### src/rtl/clk_div_pkg.sv
// ============================================================================
// clk_div_pkg : shared mode encoding and default constants for multi_clk_div
// Rev 1.0
// ============================================================================
`default_nettype none

package clk_div_pkg;

    typedef enum logic {
        MODE_TOGGLE = 1'b0,
        MODE_PULSE  = 1'b1
    } mode_e;

    localparam int CLK_DIV_DEF_CNT_W = 27;
    localparam int CLK_DIV_DEF_DIV   = 50000000;

endpackage

`default_nettype wire

### src/rtl/clk_div_ch.sv
// ============================================================================
// clk_div_ch : one divider channel (counter, pending/active config, outputs)
// Rev 1.0
// ============================================================================
`default_nettype none

module clk_div_ch
    import clk_div_pkg::*;
#(
    parameter int CNT_W   = CLK_DIV_DEF_CNT_W,
    parameter int DEF_DIV = CLK_DIV_DEF_DIV
) (
    input  logic             clk,
    input  logic             rst,
    input  logic             i_en,
    input  logic             i_we,
    input  logic [CNT_W-1:0] i_div,
    input  logic             i_mode,
    output logic             o_div,
    output logic             o_tick
);

    localparam logic [CNT_W-1:0] c_DEF_DIV = CNT_W'(DEF_DIV);
    localparam logic [CNT_W-1:0] c_ONE     = CNT_W'(1);

    logic [CNT_W-1:0] r_cnt;
    logic [CNT_W-1:0] r_act_div;
    logic [CNT_W-1:0] r_pend_div;
    mode_e            r_act_mode;
    mode_e            r_pend_mode;
    logic             r_pend_vld;
    logic             r_div;
    logic             r_tick;

    logic             w_idle;
    logic             w_tc;
    logic [CNT_W-1:0] w_nxt_div;
    mode_e            w_nxt_mode;
    logic             w_mode_chg;

    // An idle channel (disabled or N=0) takes a write straight into its
    // active registers; a running one only swaps at terminal count.
    always_comb begin
        w_idle     = !i_en || (r_act_div == '0);
        w_tc       = !w_idle && (r_cnt == (r_act_div - c_ONE));
        w_nxt_div  = r_act_div;
        w_nxt_mode = r_act_mode;
        if (w_idle && i_we) begin
            w_nxt_div  = i_div;
            w_nxt_mode = mode_e'(i_mode);
        end else if ((w_idle || w_tc) && r_pend_vld) begin
            w_nxt_div  = r_pend_div;
            w_nxt_mode = r_pend_mode;
        end
        w_mode_chg = (w_nxt_mode != r_act_mode);
    end

    always_ff @(posedge clk or negedge rst) begin
        if (!rst) begin
            r_cnt       <= '0;
            r_act_div   <= c_DEF_DIV;
            r_pend_div  <= c_DEF_DIV;
            r_act_mode  <= MODE_TOGGLE;
            r_pend_mode <= MODE_TOGGLE;
            r_pend_vld  <= 1'b0;
            r_div       <= 1'b0;
            r_tick      <= 1'b0;
        end else begin
            r_act_div  <= w_nxt_div;
            r_act_mode <= w_nxt_mode;

            if (i_we) begin
                r_pend_div  <= i_div;
                r_pend_mode <= mode_e'(i_mode);
                r_pend_vld  <= !w_idle;
            end else if (w_idle || w_tc) begin
                r_pend_vld  <= 1'b0;
            end

            if (!i_en) begin
                r_cnt  <= '0;
                r_tick <= 1'b0;
                r_div  <= 1'b0;
            end else if (w_idle) begin
                // Stalled at N=0: a toggle output holds, a pulse output idles low
                r_cnt  <= '0;
                r_tick <= 1'b0;
                if (w_mode_chg || (w_nxt_mode == MODE_PULSE)) begin
                    r_div <= 1'b0;
                end
            end else begin
                r_cnt  <= w_tc ? '0 : (r_cnt + c_ONE);
                r_tick <= w_tc;
                if (w_mode_chg) begin
                    r_div <= 1'b0;
                end else if (w_tc) begin
                    r_div <= (r_act_mode == MODE_TOGGLE) ? ~r_div : 1'b1;
                end else if (r_act_mode == MODE_PULSE) begin
                    r_div <= 1'b0;
                end
            end
        end
    end

    assign o_div  = r_div;
    assign o_tick = r_tick;

endmodule

`default_nettype wire

### src/rtl/multi_clk_div.sv
// ============================================================================
// multi_clk_div : N-channel programmable clock divider / blinker
// Rev 1.0
// ============================================================================
`default_nettype none

module multi_clk_div
    import clk_div_pkg::*;
#(
    parameter int NUM_CH  = 2,
    parameter int CNT_W   = CLK_DIV_DEF_CNT_W,
    parameter int DEF_DIV = CLK_DIV_DEF_DIV,
    parameter int CH_W    = (NUM_CH > 1) ? $clog2(NUM_CH) : 1
) (
    input  logic              clk,
    input  logic              rst,
    input  logic              cfg_we,
    input  logic [CH_W-1:0]   cfg_ch,
    input  logic [CNT_W-1:0]  cfg_div,
    input  logic              cfg_mode,
    input  logic [NUM_CH-1:0] ch_en,
    output logic [NUM_CH-1:0] div_o,
    output logic [NUM_CH-1:0] tick_o,
    output logic              cfg_err
);

    logic [NUM_CH-1:0] w_we;
    logic              w_ch_ok;
    logic              r_cfg_err;

    always_comb begin
        w_ch_ok = (32'(cfg_ch) < 32'(NUM_CH));
        for (int i = 0; i < NUM_CH; i++) begin
            w_we[i] = cfg_we && (32'(cfg_ch) == 32'(i));
        end
    end

    always_ff @(posedge clk or negedge rst) begin
        if (!rst) begin
            r_cfg_err <= 1'b0;
        end else begin
            r_cfg_err <= cfg_we && !w_ch_ok;
        end
    end

    assign cfg_err = r_cfg_err;

    for (genvar gi = 0; gi < NUM_CH; gi++) begin : g_ch
        clk_div_ch #(
            .CNT_W   (CNT_W),
            .DEF_DIV (DEF_DIV)
        ) u_ch (
            .clk    (clk),
            .rst    (rst),
            .i_en   (ch_en[gi]),
            .i_we   (w_we[gi]),
            .i_div  (cfg_div),
            .i_mode (cfg_mode),
            .o_div  (div_o[gi]),
            .o_tick (tick_o[gi])
        );
    end

endmodule

`default_nettype wire
### config.mk
export PLATFORM = sky130hd
export DESIGN_NAME = multi_clk_div
export DESIGN_NICKNAME = d
export VERILOG_FILES = /design/src/rtl/clk_div_pkg.sv /design/src/rtl/clk_div_ch.sv /design/src/rtl/multi_clk_div.sv
export SDC_FILE = /design/constraint.sdc
export NUM_CORES = 1
export LEC_CHECK = 0
export ABC_AREA = 1
export CAP_MARGIN = 15
export CORE_MARGIN = 8
export CORE_UTILIZATION = 50
export CTS_BUF_LIST = sky130_fd_sc_hd__clkbuf_16
export DETAILED_ROUTE_END_ITERATION = 6
export PLACE_DENSITY = 0.73
export SLEW_MARGIN = 5
export SYNTH_ARGS = -nofsm -noshare
export SYNTH_HDL_FRONTEND = slang
export SYNTH_HIERARCHICAL = 1
export SYNTH_SLANG_ARGS = --single-unit
### constraint.sdc
create_clock -name clk -period 5.9 [get_ports clk]
set_input_delay 0.885 -clock clk [delete_from_list [all_inputs] [get_ports clk]]
set_output_delay 0.885 -clock clk [all_outputs]
set_load 0.01 [all_outputs]
==> summary.md, run 1 <==
| Metric | Value |
|---|---|
| Final Hold Slack | `0.463 ns` |
| Critical Path Start Type | `register` |
| Initial drt markers | `750` |
| Core ar. | `20200 µm²` |
| # DRC | `0` |
| Pwr Density | `309 nW/µm²` |
| Post-synthesis cell count | `1424` |
| Port bufs | `37` |
| Maximum vdd drop | `0.189 mV` |
| Clk_lat worst skew | `0.44 ns` |
| CP max-delay cell | `o21bai_4` |
| # Post-CTS Setup Buffers | `0` |
| Post-Route Setup TNS | `0 ns` |
| Syn avg cell area | `7.26 µm²` |
| Number of global-route vias before repair | `8574` |
| CTS Root Buffer Type | `clkbuf_16` |
| Total number of vias | `9093` |
| Critical-path maximum fanout | `34` |
| Sw frac | `0.365` |
| Max Buffers Root-to-Sink | `2` |
| Sequential power share | `0.430` |
| Clock sink count | `172` |
| Vias per cell | `5.28` |
| Max Cap Violations | `0` |
| Nets@finish | `1481` |
| Starting Density | `0.511` |
| Setup slack after layout | `1.80 ns` |
| Pre-CTS WS | `1.87 ns` |
| Register area share after synthesis | `0.422` |
| Synth unique cells | `43` |
| Area growth syn-to-layout | `10.4%` |
| Most frequent CP cell | `nand2_1` |
| Worst-path clk slew | `0.08 ns` |
| Initial antenna violation count | `0` |
| Most common cell after layout, fill and taps aside | `nand2_1` |
| Slew @ Worst Pin | `0.892 ns` |
| Worst min path class | `input pin to asynchronous set/reset pin` |
| Largest net degree at the start of global routing | `85` |
| Crit path cell chain | `inv_1 -> ha_1 -> nand2_4 -> nor2_4 -> nand2_1 -> nor2_1 -> nand2_1 -> nand2_1 -> nand2_1 -> nor2_1 -> nand3_1 -> o21bai_4 -> nand2_2 -> nand2_1 -> nand3_1 -> nand2_1 -> inv_1 -> ha_1 -> inv_1 -> nand2_1 -> o21ai_0 -> nand2_1 -> nand2_1` |
| Slew margin rel. | `0.405` |
| Clock Skews | `0.0205 ns` |
| Status | `finished, final reports clean` |
| Critical path class | `register to register` |
| Num CTS Buffers | `17` |
| Syn Std Cell Area | `10300 µm²` |
| Routed length per instance | `15.2 µm` |
| Most frequent cells in the layout | `nand2_1, nor2_1, inv_1` |
| Max-slew violations | `0` |
| GRT overflow | `0` |
| I/O Pins | `39` |
| Die area | `25500 µm²` |
| H-Tree Depth | `4` |
| Top delay family on crit path | `simple AND/OR/NAND/NOR gates` |
| Die W | `160 µm` |
| Ant diodes | `0` |
| Row cnt | `52` |
| Final Critical Period | `4.10 ns` |
| Post-DP HPWL | `19200 µm` |
| WP data arrival | `4.47 ns` |
| Worst Setup End Kind | `register` |
| Detailed Route WL | `26200 µm` |
| Internal | `2.24 mW` |
| Slowest Stage Delay on Critical Path | `0.71 ns` |
| Hold Fails Final Rpt | `0` |
| Resized cells post-CTS | `0` |
| Final Cycle Share | `0.695` |
| Share of layout cells above drive strength 1 | `0.0902` |
| Clock network power share | `0.313` |
| Yosys reg bits | `172` |
| Buf/Inv on CP | `3` |
| Power share of the combinational group | `0.257` |
| Synth Net Count | `1466` |
| P_sw | `1.29 mW` |
| Synth warnings | `6` |
| Die H | `160 µm` |
| Setup violators final | `0` |
| DRT antenna net count | `0` |
| TritonCTS clock tree | `yes` |
| Global Route Usage Sum | `0.208` |
| Fmax achieved | `244 MHz` |
| Cts hold-fix bufs | `0` |
| GP Congestion | `0.959` |
| DRT Pass-1 Iters | `5` |
| RSZ-0062 raised after global routing | `false` |
| Leakage | `5.47 nW` |
| Crit path required time | `6.27 ns` |
| First-pass GRT wire length | `43700 µm` |
## through the flow
| stage | instances | instance area [µm²] | utilization | power, mW |
|---|---|---|---|---|
| floorplan | 1424 | 10300 | - | 2.16 |
| global placement | 1690 | 10800 | 0.536 | 2.40 |
| global route | 1722 | 11400 | 0.564 | 3.74 |
| detailed placement | 1690 | 10800 | 0.536 | 2.42 |
| finish | 1722 | 11400 | 0.564 | 3.53 |
| CTS | 1722 | 11400 | 0.564 | 3.53 |
## per-layer routing
metal,GRT usage,wire length [µm],part of all wire,vias to the layer above
met3,0.0388,1590,0.060,47
met4,0.0765,609,0.023,0
li1,-,-,-,4488
met5,0,0,0,-
met1,0.294,12300,0.47,4263
met2,0.313,11700,0.45,295
## worst register-to-register path, cell delays in order (launching register included)
cell	delay, ns
dfrtp_1	0.40
inv_1	0.16
ha_1	0.30
nand2_4	0.11
nor2_4	0.25
nand2_1	0.14
nor2_1	0.14
nand2_1	0.06
nand2_1	0.06
nand2_1	0.05
nor2_1	0.10
nand3_1	0.14
o21bai_4	0.71
nand2_2	0.37
nand2_1	0.15
nand3_1	0.08
nand2_1	0.11
inv_1	0.05
ha_1	0.28
inv_1	0.06
nand2_1	0.04
o21ai_0	0.15
nand2_1	0.07
nand2_1	0.06
## power by group through the flow
stage                     sequential, mW  combinational [mW]  clock [mW]
after floorplan                     1.48               0.685           0
after global placement              1.53               0.869           0
after detailed placement            1.53               0.887           0
after CTS                           1.51               0.899        1.12
after global routing                1.53                1.03        1.17
final                               1.52               0.907        1.10
## state kept, by name, summed over array words and instances, names as in the netlist
signal                 flops
g_ch.u_ch/o_div            2
g_ch.u_ch/o_tick           2
g_ch.u_ch/r_act_div       54
g_ch.u_ch/r_act_mode       2
g_ch.u_ch/r_cnt           54
g_ch.u_ch/r_pend_div      54
g_ch.u_ch/r_pend_mode      2
g_ch.u_ch/r_pend_vld       2
## logic make-up (layout without fill, tap and decap cells)
logic type | Yosys count | count (layout) | synth area share
AOI/OAI and AO/OA | 136 | 136 | 0.0694
xor gates and xnor gates | 86 | 86 | 0.0742
buffers and inverters | 206 | 234 | 0.0812
adders and majority gates | 8 | 8 | 0.00968
other | 1 | 1 | 0.000363
and+or+nand+nor | 815 | 815 | 0.343
DFF | 172 | 172 | 0.422
## path summary, 6_finish.rpt
check / from / slack (ns) / endpoint / cells past startpoint
setup / recovery: g_ch[0].u_ch/r_act_div[0] / 1.80 / g_ch[0].u_ch/o_div / 23
hold / removal: rst / 0.46 / g_ch[0].u_ch/r_pend_div[2] / 1
setup reg to reg: g_ch[0].u_ch/r_act_div[0] / 1.80 / g_ch[0].u_ch/o_div / 23
hold reg to reg: g_ch[0].u_ch/r_pend_div[13] / 0.47 / g_ch[0].u_ch/r_pend_div[13] / 2
max in group asynchronous: rst / 4.35 / g_ch[0].u_ch/r_cnt[16] / 2
min in group clk: g_ch[0].u_ch/r_pend_div[13] / 0.47 / g_ch[0].u_ch/r_pend_div[13] / 2
## synth_stat cells, drive strengths merged
library cell / instances / share of area
or2: 1 / 0.00061
or3: 1 / 0.00061
a31oi: 1 / 0.00061
nor3b: 2 / 0.0015
xnor2: 34 / 0.029
and3: 1 / 0.00061
nand3: 101 / 0.050
dfrtp: 124 / 0.30
conb: 1 / 0.00036
buf: 25 / 0.015
inv: 160 / 0.058
nor3: 13 / 0.0082
ha: 8 / 0.0097
xnor3: 1 / 0.0022
and2: 2 / 0.0012
o22ai: 1 / 0.00061
nand2: 451 / 0.17
o21bai: 6 / 0.0054
nand3b: 11 / 0.0080
nor2: 199 / 0.082
clkbuf: 19 / 0.0069
a22oi: 3 / 0.0022
nor4: 4 / 0.0042
xor2: 51 / 0.043
clkinv: 2 / 0.00073
dfstp: 48 / 0.12
a21oi: 11 / 0.0053
nand4: 29 / 0.018
o21ai: 114 / 0.055
## area by class of cell
cell class	instances	area, µm²
Inverter	162	608
Sequential cell	172	4360
Clock buffer	17	425
Clock inverter	15	150
Multi-Input combinational cell	1046	5130
Tap cell	270	338
Fill cell	1860	8820
Timing Repair Buffer	40	394
No activity file was read; power rests on OpenSTA's default activity.
==> run 2: changes to the inputs <==
Clock period 5.9 ns to 3.92 ns, I/O delays scaled along.
==> run 2 against run 1 <==
  * Sequential power rose by 50%
  * Maximum frequency up 29%
  * Sequential share of layout area fell by 0.46 points
  * Die area is the same
  * Non-clock buffer count up 11
  * Routed wire length rose by 0.76%
  * Critical path type unchanged
  * Critical endpoint is now g_ch[1].u_ch/o_div
==> summary.md, run 2 (same netlist as run 1, synthesis figures left out) <==
| Metric | Value |
|---|---|
| Final Critical Period | `3.17 ns (-0.929 ns)` |
| Grt met3 use | `0.0378 (-0.00103)` |
| Critical path class | `register to register` |
| Top Registers | `g_ch.u_ch/r_act_div x54, g_ch.u_ch/r_cnt x54, g_ch.u_ch/r_pend_div x54` |
| Status | `finished, final reports clean` |
| # DRC | `0 (unchanged)` |
| Worst min path class | `input pin to asynchronous set/reset pin` |
| Die area | `25500 µm² (unchanged)` |
| Slew margin rel. | `0.525 (+0.120)` |
| Clock Skews | `0.0167 ns (-0.00384 ns)` |
| # Post-CTS Setup Buffers | `0 (unchanged)` |
| Critical Path Start Type | `register` |
| Die H | `160 µm (unchanged)` |
| DRT antenna net count | `0 (unchanged)` |
| Crit path required time | `4.30 ns (-1.97 ns)` |
| Core ar. | `20200 µm² (unchanged)` |
| Worst Setup End Kind | `register` |
| Num CTS Buffers | `17 (unchanged)` |
| Fmax achieved | `315 MHz (+29%)` |
| Max-slew violations | `0 (unchanged)` |
| Resized cells post-CTS | `0 (unchanged)` |
| Routed length per instance | `15.2 µm (+0.12%)` |
| Total number of vias | `9032 (-0.67%)` |
| FF/Latch Area | `4360 µm² (unchanged)` |
| Global Route Usage Sum | `0.208 (about the same)` |
| Post-DP HPWL | `19700 µm (+2.7%)` |
| Nets@finish | `1492 (+0.74%)` |
| Pwr Total | `5.37 mW (+52%)` |
| Starting Density | `0.511 (unchanged)` |
| Hold Fails Final Rpt | `0 (unchanged)` |
| Initial drt markers | `622 (-17%)` |
| Crit path from | `g_ch[1].u_ch/r_act_div[0]` |
| Clk_lat worst skew | `0.44 ns (about the same)` |
| RSZ-0062 raised after global routing | `false` |
| Most common cell after layout, fill and taps aside | `nand2_1` |
| Ant diodes | `0 (unchanged)` |
| Detailed Route WL | `26400 µm (+0.76%)` |
| Setup violators final | `0 (unchanged)` |
| Worst-path clk slew | `0.08 ns (about the same)` |
| Met2 GRT Util | `0.330 (+0.0178)` |
| Die W | `160 µm (unchanged)` |
| Number of global-route vias before repair | `8489 (-0.99%)` |
| First-pass GRT wire length | `43300 µm (-0.79%)` |
| Most frequent cells in the layout | `nand2_1, nor2_1, inv_1` |
| Met1 Track Usage GR | `0.280 (-0.0136)` |
| Leakage | `5.54 nW (+1.3%)` |
| TritonCTS clock tree | `yes` |
| Clock sink count | `172 (unchanged)` |
| Share of layout cells above drive strength 1 | `0.0977 (+0.00752)` |
| GP Congestion | `0.918 (-4.2%)` |
| DRT Pass-1 Iters | `5 (unchanged)` |
| Vias per cell | `5.21 (-1.3%)` |
| Port bufs | `37 (unchanged)` |
| Row cnt | `52 (unchanged)` |
| Cts hold-fix bufs | `0 (unchanged)` |
| Max Cap Violations | `0 (unchanged)` |
| # fillers | `1885 (+1.3%)` |
| Critical-path maximum fanout | `21 (-38%)` |
| Area growth syn-to-layout | `11.8%` |
| Maximum vdd drop | `0.300 mV (+58%)` |
| Initial antenna violation count | `0 (unchanged)` |
| Multi-input gate area | `5130 µm² (unchanged)` |
| Largest net degree at the start of global routing | `75 (-12%)` |
| Slew @ Worst Pin | `0.712 ns (-0.179 ns)` |
| WP data arrival | `3.55 ns (-0.92 ns)` |
| Max Buffers Root-to-Sink | `2 (unchanged)` |
| Final Cycle Share | `0.809 (+0.114)` |
| Pwr Density | `465 nW/µm² (+50%)` |
| Gr busiest metal | `met2` |
| GRT overflow | `0 (unchanged)` |
| H-Tree Depth | `4 (unchanged)` |
| I/O Pins | `39 (unchanged)` |
| Post-Route Setup TNS | `0 ns (unchanged)` |
| R2R Path Start | `g_ch[1].u_ch/r_act_div[0]` |
| CTS Root Buffer Type | `clkbuf_16` |
## run 2: area by class of cell
class,count,share of cell area
flip-flops and latches,172,0.378
multi-input cells,1046,0.444
clock buffers,17,0.0368
inverters,162,0.0526
well taps,270,0.0292
repair buffers,51,0.0423
clock inverters,15,0.0168
## run 2: final timing paths
kind	endpoint	slack [ns]	cells past startpoint
max reg2reg	g_ch[1].u_ch/o_div	0.75	25
min	g_ch[1].u_ch/r_pend_div[2]	0.15	1
min reg2reg	g_ch[1].u_ch/r_pend_div[15]	0.47	2
max	g_ch[1].u_ch/o_div	0.75	25
min in group clk	g_ch[1].u_ch/r_pend_div[15]	0.47	2
max in group asynchronous	g_ch[0].u_ch/r_act_div[19]	2.84	2
## run 2: power breakdown
| group | internal (mW) | leakage, nW | switching, mW |
|---|---|---|---|
| registers | 2.05 | 2.13 | 0.239 |
| clock network | 0.872 | 0.298 | 0.843 |
| logic | 0.486 | 3.12 | 0.882 |
| total | 3.40 | 5.54 | 1.96 |
## run 2: worst max-delay path, stage by stage (launching register included)
cell and delay, ns:
dfrtp_1 0.40, inv_1 0.13, ha_1 0.26, nand2_1 0.11, nor2_1 0.15, nand3_1 0.09
nand2_1 0.07, inv_1 0.04, nor2_1 0.11, nand2_1 0.09, nor2_1 0.10, nand2_1 0.07
nor2_2 0.11, nand3_2 0.13, nand2_4 0.16, nand2_4 0.18, nand2_1 0.10, nand3_1 0.06
nand2_1 0.10, inv_2 0.03, ha_1 0.28, inv_1 0.05, nand2_1 0.04, o21ai_0 0.15
nand2_1 0.06, nand2_1 0.06
## run 2: metal layers
metal / wire length, µm / part of all wire
met1: 12200 / 0.46
met2: 12200 / 0.46
met3: 1400 / 0.053
met4: 609 / 0.023
met5: 0 / 0
## run 2: through the flow
stage               hold slack [ns]  worst slack, ns  utilization  area, µm²  instances
global placement              0.452            0.822        0.540      10900       1701
CTS                           0.168            0.743        0.571      11600       1733
global route                  0.212            0.310        0.571      11600       1733
detailed placement            0.454            0.749        0.540      10900       1701
finish                        0.150            0.750        0.571      11600       1733
floorplan                     0.292             1.18            -      10300       1424
==> run 3: changes to the inputs <==
Settings changed: PLACE_DENSITY 0.73 to 0.76.
Clock period 3.92 ns to 2.85 ns, I/O delays scaled along.
==> run 3 against run 2 <==
  * The flow now finishes with violations (negative hold slack)
  * Worst setup slack got worse by 0.65 ns
  * Die area stayed put
  * Non-clock buffer count increased by 36
  * Core utilization grew 3.0 points
  * Global-route usage rose by 0.66 points
  * Critical path type unchanged
  * Critical endpoint unchanged
  * Highest routed layer unchanged
==> summary.md, run 3 (same netlist as run 1, synthesis figures left out) <==
| Metric | Value |
|---|---|
| First-pass GRT wire length | `44800 µm (+3.3%)` |
| Critical-path maximum fanout | `4 (-81%)` |
| Top Registers | `g_ch.u_ch/r_act_div x54, g_ch.u_ch/r_cnt x54, g_ch.u_ch/r_pend_div x54` |
| Starting Density | `0.511 (unchanged)` |
| Leakage | `5.75 nW (+3.8%)` |
| Global Route Usage Sum | `0.215 (+0.00664)` |
| Core ar. | `20200 µm² (unchanged)` |
| Post-layout util | `0.600 (+0.0296)` |
| Share of layout cells above drive strength 1 | `0.168 (+0.0703)` |
| CTS Root Buffer Type | `clkbuf_16` |
| Maximum vdd drop | `0.437 mV (+46%)` |
| Worst Setup End Kind | `register` |
| Area growth syn-to-layout | `17.5%` |
| Worst min path class | `input pin to asynchronous set/reset pin` |
| Crit path from | `g_ch[1].u_ch/r_act_div[1]` |
| Setup violators final | `0 (unchanged)` |
| Most frequent CP cell | `nand2_1` |
| Slew @ Worst Pin | `0.686 ns (-0.0256 ns)` |
| Max Buffers Root-to-Sink | `2 (unchanged)` |
| # fillers | `1761 (-6.6%)` |
| Row cnt | `52 (unchanged)` |
| Worst-path clk slew | `0.08 ns (about the same)` |
| Sequential power share | `0.411 (-0.015)` |
| Largest net degree at the start of global routing | `73 (-2.7%)` |
| Nets@finish | `1529 (+2.5%)` |
| Internal | `4.94 mW (+45%)` |
| Top delay family on crit path | `simple AND/OR/NAND/NOR gates` |
| Most frequent cells in the layout | `nand2_1, inv_1, nor2_1` |
| Vias per cell | `5.20 (-0.14%)` |
| Critical Path Start Type | `register` |
| Final std cells w/o fill | `1770 (+2.1%)` |
| Most common cell after layout, fill and taps aside | `nand2_1` |
| I/O Pins | `39 (unchanged)` |
| Die W | `160 µm (unchanged)` |
| Num CTS Buffers | `17 (unchanged)` |
| Clock network power share | `0.294 (-0.026)` |
| Total number of vias | `9212 (+2.0%)` |
| DP Area | `11200 µm² (+2.2%)` |
| GP Congestion | `0.946 (+3.0%)` |
| Slowest Stage Delay on Critical Path | `0.43 ns (+0.03 ns)` |
| Buf/Inv on CP | `3 (-1)` |
| Post-DP HPWL | `20100 µm (+2.1%)` |
| Power share of the combinational group | `0.295 (+0.040)` |
| Failing checks | `negative hold slack` |
| Initial antenna violation count | `0 (unchanged)` |
| Top layer in use | `met4` |
| Clk_lat worst skew | `0.44 ns (about the same)` |
| DRT antenna net count | `0 (unchanged)` |
| Number of global-route vias before repair | `8895 (+4.8%)` |
| Final Cycle Share | `0.966 (+0.158)` |
| DRT Pass-1 Iters | `5 (unchanged)` |
| Detailed Route WL | `27400 µm (+3.6%)` |
| Crit path required time | `3.19 ns (-1.11 ns)` |
| Met3 routed WL | `1170 µm (-17%)` |
| Ant diodes | `0 (unchanged)` |
| Clock sink count | `172 (unchanged)` |
| # placed instances | `1725 (+1.4%)` |
| Die H | `160 µm (unchanged)` |
| # DRC | `0 (unchanged)` |
| R2R Path Start | `g_ch[1].u_ch/r_act_div[1]` |
| Setup slack after layout | `0.0958 ns (-0.654 ns)` |
| CP max-delay cell | `dfrtp_1` |
| Design Area, Final | `12200 µm² (+5.2%)` |
| H-Tree Depth | `4 (unchanged)` |
| WL met1 | `12000 µm (-1.6%)` |
| RSZ-0062 raised after global routing | `true` |
| Status | `complete, but fails checks` |
| Multi-input gate area | `5440 µm² (+5.9%)` |
| Slew margin rel. | `0.542 (+0.0171)` |
| GRT overflow | `0 (unchanged)` |
| Routed length per instance | `15.5 µm (+1.4%)` |
| Critical path class | `register to register` |
| Wire length on met2 | `13400 µm (+10%)` |
| Pwr Total | `7.73 mW (+44%)` |
| TritonCTS clock tree | `yes` |
| Final Hold Slack | `-0.00275 ns (-0.153 ns)` |
| Die area | `25500 µm² (unchanged)` |
| FF/Latch Area | `4380 µm² (+0.29%)` |
| Final Critical Period | `2.75 ns (-0.416 ns)` |
| Fmax achieved | `363 MHz (+15%)` |
| Max Cap Violations | `0 (unchanged)` |
| Port bufs | `37 (unchanged)` |
| Pwr Density | `637 nW/µm² (+37%)` |
| Hold Fails Final Rpt | `1 (+1)` |
| Clock Skews | `0.0152 ns (-0.00151 ns)` |
| Pre-CTS WS | `-0.0665 ns (-0.816 ns)` |
| WP data arrival | `3.09 ns (-0.46 ns)` |
| Sw frac | `0.361 (-0.00439)` |
| Initial drt markers | `719 (+16%)` |
| Max-slew violations | `0 (unchanged)` |
| P_sw | `2.80 mW (+42%)` |
## run 3: changes by cell type in the layout (fill, tap and decap cells not counted), moves of 11 or more
cell / before / now
nand2_2: 7 / 18
nor2_4: 7 / 23
nor2_1: 177 / 147
buf_4: 13 / 42
nand2_1: 440 / 425
nor2_2: 14 / 29
## run 3: worst register-to-register path, cell delays in order (launching register included)
cell     delay [ns]
dfrtp_1        0.43
inv_2          0.10
ha_4           0.19
nand2_4        0.08
nor2_4         0.12
nand2_1        0.05
nand2_1        0.06
nand2_1        0.07
nor2_1         0.12
nand2_1        0.06
nor2_1         0.10
nand2_1        0.09
nor2_2         0.14
nand3_2        0.11
nand2_4        0.11
nand2_4        0.05
nand2_2        0.07
nand3_2        0.08
nand2_2        0.09
inv_2          0.05
ha_4           0.26
inv_2          0.03
nand2_1        0.05
o21ai_1        0.05
nand2_1        0.06
nand2_1        0.05
## run 3: power groups by stage
stage | clock, mW | combinational, mW | sequential [mW]
finish | 2.27 | 2.28 | 3.18
CTS | 2.32 | 2.01 | 3.12
floorplan | 0 | 1.42 | 3.06
detailed placement | 0 | 1.98 | 3.16
global placement | 0 | 1.95 | 3.15
global route | 2.38 | 2.57 | 3.22
## run 3: repair_timing
action / 4_1_cts / 5_1_grt
setup buffers: 0 / 12
gates resized for setup: 5 / 94
gates cloned: 0 / 1
endpoints found under the setup margin: 2 / 20
hold buffers: 0 / 0
pin swaps: 1 / 40
hold endpoints to repair: 0 / 0
## run 3: metal layers
metal,global-route usage,vias to the layer above
met5,0,-
met4,0.0782,0
met3,0.0380,49
met2,0.364,209
met1,0.270,4359
li1,-,4595
## run 3: final timing paths
kind                       slack, ns                           to  depth (start not counted)
min in group clk                0.46  g_ch[0].u_ch/r_pend_div[21]                          2
max reg2reg                      0.1           g_ch[1].u_ch/o_div                         25
max in group asynchronous       2.07   g_ch[0].u_ch/r_act_div[19]                          2
min reg2reg                     0.46  g_ch[0].u_ch/r_pend_div[21]                          2
max                              0.1           g_ch[1].u_ch/o_div                         25
min                           -0.003   g_ch[1].u_ch/r_pend_div[6]                          1
## run 3: per-stage QoR
step	hold slack [ns]	TNS, ns
6_report	-0.00275	0
3_3_place_gp	0.451	0
5_1_grt	0.0409	-0.251
4_1_cts	0.0235	0
3_5_place_dp	0.455	-0.0665
2_1_floorplan	0.132	0
## run 3: layout make-up
cell class              instances  area share
clock buffers                  17      0.0350
flip-flops and latches        172       0.360
multi-input cells            1047       0.447
inverters                     162      0.0500
clock inverters                15      0.0112
well taps                     270      0.0278
repair buffers                 87      0.0683
